===== src/rtl/keypad_event_queue_if.sv =====
// keypad_event_queue_if: key event producer/consumer bundle for keypad_event_queue
//   key_in/pressed_in  : scanner side, key code and held level
//   pop/clr_overflow   : consumer takes head entry / clears sticky overflow
//   key_out/valid/count: FWFT head entry, non-empty flag, occupancy
//   overflow           : sticky drop indicator
interface keypad_event_queue_if #(parameter int ADDR_W = 2);
  logic [3:0]    key_in;
  logic          pressed_in;
  logic          pop;
  logic          clr_overflow;
  logic [3:0]    key_out;
  logic          valid;
  logic [ADDR_W:0] count;
  logic          overflow;
  modport master(output key_in, pressed_in, pop, clr_overflow,
                 input key_out, valid, count, overflow);
  modport slave(input key_in, pressed_in, pop, clr_overflow,
                output key_out, valid, count, overflow);
endinterface


===== src/rtl/keypad_event_queue.sv =====
// keypad_event_queue: turns keypad presses and auto-repeats into events held in a FWFT queue
//   clk   : system clock
//   rst_n : asynchronous active-low reset
//   bus   : slave side of keypad_event_queue_if (key/pressed in, pop/clear in,
//           head key, valid, count and sticky overflow out)
module keypad_event_queue #(
  parameter int DEPTH        = 4,
  parameter int ADDR_W       = 2,
  parameter int REPEAT_DELAY = 50,
  parameter int REPEAT_RATE  = 10,
  parameter int CNT_W        = 16
) (
  input logic clk,
  input logic rst_n,
  keypad_event_queue_if.slave bus
);
  typedef enum logic {IDLE, HELD} state_t;
  localparam logic [CNT_W-1:0] RD_M1 = CNT_W'(REPEAT_DELAY - 1);
  localparam logic [CNT_W-1:0] RR_M1 = CNT_W'(REPEAT_RATE - 1);
  state_t state_q;
  logic [3:0] key_q;
  logic [CNT_W-1:0] hcnt_q;
  logic rep_q;
  logic [ADDR_W:0] rd_q, wr_q;
  logic ovf_q;
  logic [3:0] mem_q [DEPTH];
  logic same, new_press, fire, push, full, do_pop, do_push, ovf_set;
  // A repeat fire pushes key_d, which equals key_in whenever "same" holds,
  // so the write data is always key_in.
  always_comb begin
    same      = bus.pressed_in && state_q == HELD && bus.key_in == key_q;
    new_press = bus.pressed_in && (state_q == IDLE || bus.key_in != key_q);
    fire      = same && REPEAT_DELAY != 0 && hcnt_q == (rep_q ? RR_M1 : RD_M1);
    push      = new_press || fire;
    full      = wr_q[ADDR_W] != rd_q[ADDR_W] && wr_q[ADDR_W-1:0] == rd_q[ADDR_W-1:0];
    do_pop    = bus.pop && bus.valid;
    do_push   = push && (!full || do_pop);
    ovf_set   = push && full && !do_pop;
  end
  always_ff @(posedge clk or negedge rst_n) begin
    if (!rst_n) begin
      state_q <= IDLE;
      key_q   <= '0;
      hcnt_q  <= '0;
      rep_q   <= 1'b0;
    end else begin
      state_q <= bus.pressed_in ? HELD : IDLE;
      if (bus.pressed_in) key_q <= bus.key_in;
      if (push) hcnt_q <= '0;
      else if (same && REPEAT_DELAY != 0 && hcnt_q != '1) hcnt_q <= hcnt_q + 1'b1;
      rep_q <= fire ? 1'b1 : new_press ? 1'b0 : rep_q;
    end
  end
  always_ff @(posedge clk or negedge rst_n) begin
    if (!rst_n) begin
      rd_q  <= '0;
      wr_q  <= '0;
      ovf_q <= 1'b0;
    end else begin
      if (do_pop) rd_q <= rd_q + 1'b1;
      if (do_push) wr_q <= wr_q + 1'b1;
      ovf_q <= ovf_set || (ovf_q && !bus.clr_overflow);
    end
  end
  always_ff @(posedge clk) if (do_push) mem_q[wr_q[ADDR_W-1:0]] <= bus.key_in;
  assign bus.count    = wr_q - rd_q;
  assign bus.valid    = wr_q != rd_q;
  assign bus.key_out  = bus.valid ? mem_q[rd_q[ADDR_W-1:0]] : 4'h0;
  assign bus.overflow = ovf_q;
endmodule


===== src/flat_wrapper.sv =====
// flat-port wrapper written by rule: the top's interface ports become plain ports
module keypad_event_queue_flat 
#(
  parameter int DEPTH        = 4,
  parameter int ADDR_W       = 2,
  parameter int REPEAT_DELAY = 50,
  parameter int REPEAT_RATE  = 10,
  parameter int CNT_W        = 16
)
  (clk, rst_n, bus_key_in, bus_pressed_in, bus_pop, bus_clr_overflow, bus_key_out, bus_valid, bus_count, bus_overflow);
  keypad_event_queue_if #(.ADDR_W(ADDR_W)) bus_i ();
  input logic clk;
  input logic rst_n;
  input wire logic [$bits(bus_i.key_in)-1:0] bus_key_in;
  input wire logic [$bits(bus_i.pressed_in)-1:0] bus_pressed_in;
  input wire logic [$bits(bus_i.pop)-1:0] bus_pop;
  input wire logic [$bits(bus_i.clr_overflow)-1:0] bus_clr_overflow;
  output wire logic [$bits(bus_i.key_out)-1:0] bus_key_out;
  output wire logic [$bits(bus_i.valid)-1:0] bus_valid;
  output wire logic [$bits(bus_i.count)-1:0] bus_count;
  output wire logic [$bits(bus_i.overflow)-1:0] bus_overflow;
  assign bus_i.key_in = bus_key_in;
  assign bus_i.pressed_in = bus_pressed_in;
  assign bus_i.pop = bus_pop;
  assign bus_i.clr_overflow = bus_clr_overflow;
  assign bus_key_out = bus_i.key_out;
  assign bus_valid = bus_i.valid;
  assign bus_count = bus_i.count;
  assign bus_overflow = bus_i.overflow;
  keypad_event_queue #(.DEPTH(DEPTH), .ADDR_W(ADDR_W), .REPEAT_DELAY(REPEAT_DELAY), .REPEAT_RATE(REPEAT_RATE), .CNT_W(CNT_W)) u_core (.clk(clk), .rst_n(rst_n), .bus(bus_i));
endmodule

===== config.mk =====
export PLATFORM = sky130hd
export DESIGN_NAME = keypad_event_queue_flat
export DESIGN_NICKNAME = d
export VERILOG_FILES = /design/src/rtl/keypad_event_queue_if.sv /design/src/rtl/keypad_event_queue.sv /design/src/flat_wrapper.sv
export SDC_FILE = /design/constraint.sdc
export NUM_CORES = 1
export LEC_CHECK = 0
export BUFFER_PORTS_ARGS = -buffer_cell sky130_fd_sc_hd__buf_2
export CAP_MARGIN = 10
export CORE_ASPECT_RATIO = 0.5
export CORE_UTILIZATION = 31
export CTS_CLUSTER_DIAMETER = 30
export DETAILED_ROUTE_END_ITERATION = 8
export REMOVE_ABC_BUFFERS = 1
export SLEW_MARGIN = 40
export SYNTH_ARGS = -nofsm -noshare
export SYNTH_HDL_FRONTEND = slang
export SYNTH_SLANG_ARGS = --single-unit

===== constraint.sdc =====
create_clock -name clk -period 1.85 [get_ports clk]
set_input_delay 0.0925 -clock clk [delete_from_list [all_inputs] [get_ports clk]]
set_output_delay 0.0925 -clock clk [all_outputs]
set_load 0.01 [all_outputs]

==> impl_metrics.csv <==
group,metric,value,unit
critical_path,critical_path.cell_chain,"buf_6 > ha_4 > nand4_1 > buf_4 > or3b_4 > nor4_1 > xnor2_1 > nor2_1",
cts,cts_sinks,45,
critical_path,ff2ff_setup_slack,-150,ps
die,initial_core_util,0.332,
cts,cts_inserted_buffers,5,
timing,holdWs,38.0,ps
critical_path,cp_data_arrival_time,2190,ps
grt,antenna_found_initial,0,
routing,first_iter_violations,192,
critical_path,worstPathRequired,2030,ps
timing,min_period,2000,ps
place,dp_slack,-219,ps
critical_path,cpPeakStageDelay,450,ps
die,die-width,123,um
die,die-area,7730,um2
routing,wl_per_cell,16.3,um
synth,yosys.cell_types.count,40,
cells_and_area,diodes,0,
cells_and_area,drive_gt1_frac,0.444,
cts,htreeDepth,2,
synth,yosys_warnings,0,
synth,synth_cells,192,
routing,dr_total_vias,1732,
routing,drc_errors,0,
critical_path,timing.rr.start,"u_core.hcnt_q[1]",
synth,synthTopCellsByArea,"dfrtp_1 (32%), edfxtp_1 (21%), xnor2_1 (6.5%), ha_1 (4.9%), mux4_2 (3.9%)",
run_status,violations,"negative setup slack",
critical_path,startpoint_type,"register",
critical_path,r2r_cells,8,
grt,grt_start_max_net_pins,30,
cts,cts_tree,"yes",
die,core,6880,um2
routing,via_per_inst,5.06,
timing,final_max_slew_viol_count,0,
cells_and_area,nNetsFinal,268,
grt,grt_first_pass_wirelength,8.49,mm
synth,synth-edff-count,16,
critical_path,worstSetupEndpointType,"register",
cts,path_clk_slew,70,ps
timing,period_share,1.08,
synth,syn-cell-area,2280,um2
synth,async_flop_share,0.644,
routing,firstDrtPassIters,4,
routing,wl,5.56,mm
timing,finalClockSkew,2.78,ps
critical_path,cp_slowest_cell,"or3b_4",
synth,ys.flop_type,"dfrtp_1",
die,ios,18,
timing,worstMarginPinSlew,730,ps
die,num_rows,21,
cts,insertion_delay,290,ps
worst_hold_path,hold_path_depth,1,
place,placed_cells,318,
timing,rsz0062_at_grt,"true",
cells_and_area,stdcell_count,342,
die,die_h,62.7,um
power,irDropWorstVdd,0.403,mV
timing,maxSlewHeadroom,0.510,
timing,hold_viol,0,
power,p_leak,1.31,nW
grt,grt_pass1_vias,1759,
place,portBuffers,17,
synth,ys_ff_latch,45,
worst_hold_path,min_to,"u_core.state_q",
timing,max_freq,499,MHz
critical_path,cp_max_fo,5,
worst_hold_path,holdCritPathClass,"input pin to register",
timing,setup_viol,23,
cells_and_area,area_delta_synth_final,41.4,%
critical_path,path_class,"register to register",
place,hpwl,3.33,mm
cts,root_buffer,"clkbuf_16",
worst_hold_path,hold_start,"bus_pressed_in",
place,gp_congestion,0.770,
job,cap_viol_max_count,0,
timing,worst_slack,-154,ps
run_status,status,"finished, violations left",
synth,synth_top_area_frac,0.318,
synth,yosysSeqAreaShare,0.529,
synth,synth.avg_cell_area,11.9,um2
routing,antenna_left,0,
synth,yosys.area.top_type,"dfrtp_1",
cts,clk_path_buf_depth,2,
grt,overflow,0,
critical_path,r2r_end,"u_core.hcnt_q[6]",
grt,track_usage,0.146,
power,power_density,1110,nW/um2
[cell families after synthesis]
family                     after synthesis  synth area share
adders and majority gates               10            0.0581
and+or+nand+nor                         75             0.192
buffers and inverters                   16            0.0340
muxes                                    9            0.0641
DFF                                     45             0.529
AOI/OAI and AO/OA                       18            0.0499
xor gates and xnor gates                19            0.0729
[Yosys cell counts, types with 2 or more instances]
master and number:
or4_1 3, o21ai_0 3, a21oi_1 6, buf_6 2
or3_1 4, nand3_1 12, nor2b_1 2, nor4bb_1 2
nand4_1 4, ha_1 9, o31ai_1 2, nor3_1 2
edfxtp_1 16, nand2_1 8, buf_2 2, mux4_2 4
nor4_1 8, inv_1 10, nor2_1 13, xor2_1 2
xnor2_1 17, mux2_2 5, dfrtp_1 29, and2_1 5
a211oi_1 2, clkbuf_1 2, and3_1 5
[what timing repair did]
action	in CTS	in global routing
setup endpoints to repair	36	36
cloned	1	2
hold buffers	2	0
resized for setup	16	51
setup buffers	1	11
pin swaps	6	15
hold endpoints to repair	30	0
[power by group]
| group | total, W | switching (W) | internal, W |
|---|---|---|---|
| Clock | 0.000924 | 0.000413 | 0.000511 |
| Combinational | 0.00136 | 0.000671 | 0.000694 |
| Sequential | 0.00130 | 0.0000963 | 0.00120 |
[sequential cells by signal, summed over array words and instances (netlist names)]
register / count
u_core.wr_q: 3
u_core.bus.overflow: 1
u_core.rep_q: 1
u_core.hcnt_q: 16
u_core.key_q: 4
u_core.rd_q: 3
u_core.state_q: 1
u_core.mem_q: 16
[layer usage]
layer	vias up	share of wire	wire (um)	global-route usage
met2	28	0.52	2880	0.247
li1	818	-	-	-
met3	12	0.032	178	0.0356
met5	-	0	0	0
met4	0	0.024	133	0.0708
met1	874	0.43	2360	0.174
[per-stage QoR]
| stage | total power (W) | area [um2] | utilization | TNS, ps |
|---|---|---|---|---|
| after global routing | 0.00384 | 3230 | 0.469 | -3200 |
| final | 0.00359 | 3230 | 0.469 | -1020 |
| after global placement | 0.00252 | 2620 | 0.380 | -827 |
| after floorplan | 0.00206 | 2240 | - | -4090 |
| after detailed placement | 0.00255 | 2620 | 0.380 | -4440 |
| after CTS | 0.00352 | 2860 | 0.415 | -322 |
[worst max-delay path, delay by kind of cell (launching register included)]
family / cells / cell delay, ps
adder cells (fa/ha/maj): 1 / 120
AND/OR/NAND/NOR: 4 / 930
buffers and inverters: 2 / 300
XOR/XNOR: 1 / 180
flip-flops: 1 / 370
[worst max-delay path by stage]
stage                                 from                  to  slack [ps]  depth (start not counted)
after floorplan           u_core.hcnt_q[1]  u_core.mem_q[3][0]        -270                          6
after global placement    u_core.hcnt_q[1]  u_core.mem_q[3][0]         -70                          6
after detailed placement  u_core.hcnt_q[1]  u_core.mem_q[3][1]        -220                          6
after CTS                 u_core.hcnt_q[1]   u_core.hcnt_q[13]         -30                          8
after global routing      u_core.hcnt_q[1]    u_core.hcnt_q[6]        -300                          8
final                     u_core.hcnt_q[1]    u_core.hcnt_q[6]        -150                          8
[final cells by class]
cell class | instances | area, um2
Clock buffer | 5 | 125
Clock inverter | 3 | 25.0
Fill cell | 595 | 3660
Inverter | 10 | 40.0
Multi-Input combinational cell | 131 | 1270
Sequential cell | 45 | 1210
Tap cell | 92 | 115
Timing Repair Buffer | 56 | 448
[placed cells by master, fill, tap and decap left out, types with 3 or more instances in the layout]
master	n
inv_1	9
or3_4	3
or4_4	3
nor4_4	5
buf_4	28
nand4_1	4
nand3_1	12
edfxtp_1	16
o21ai_2	3
xnor2_2	4
mux4_2	4
xnor2_1	13
a21oi_1	3
ha_1	7
dfrtp_1	28
buf_6	6
clkbuf_16	7
nor4_1	3
and3_4	4
nor2_1	13
mux2_2	5
nand2_1	8
and2_1	4
a21oi_2	3
buf_2	17
(Power assumes the default switching activity.)
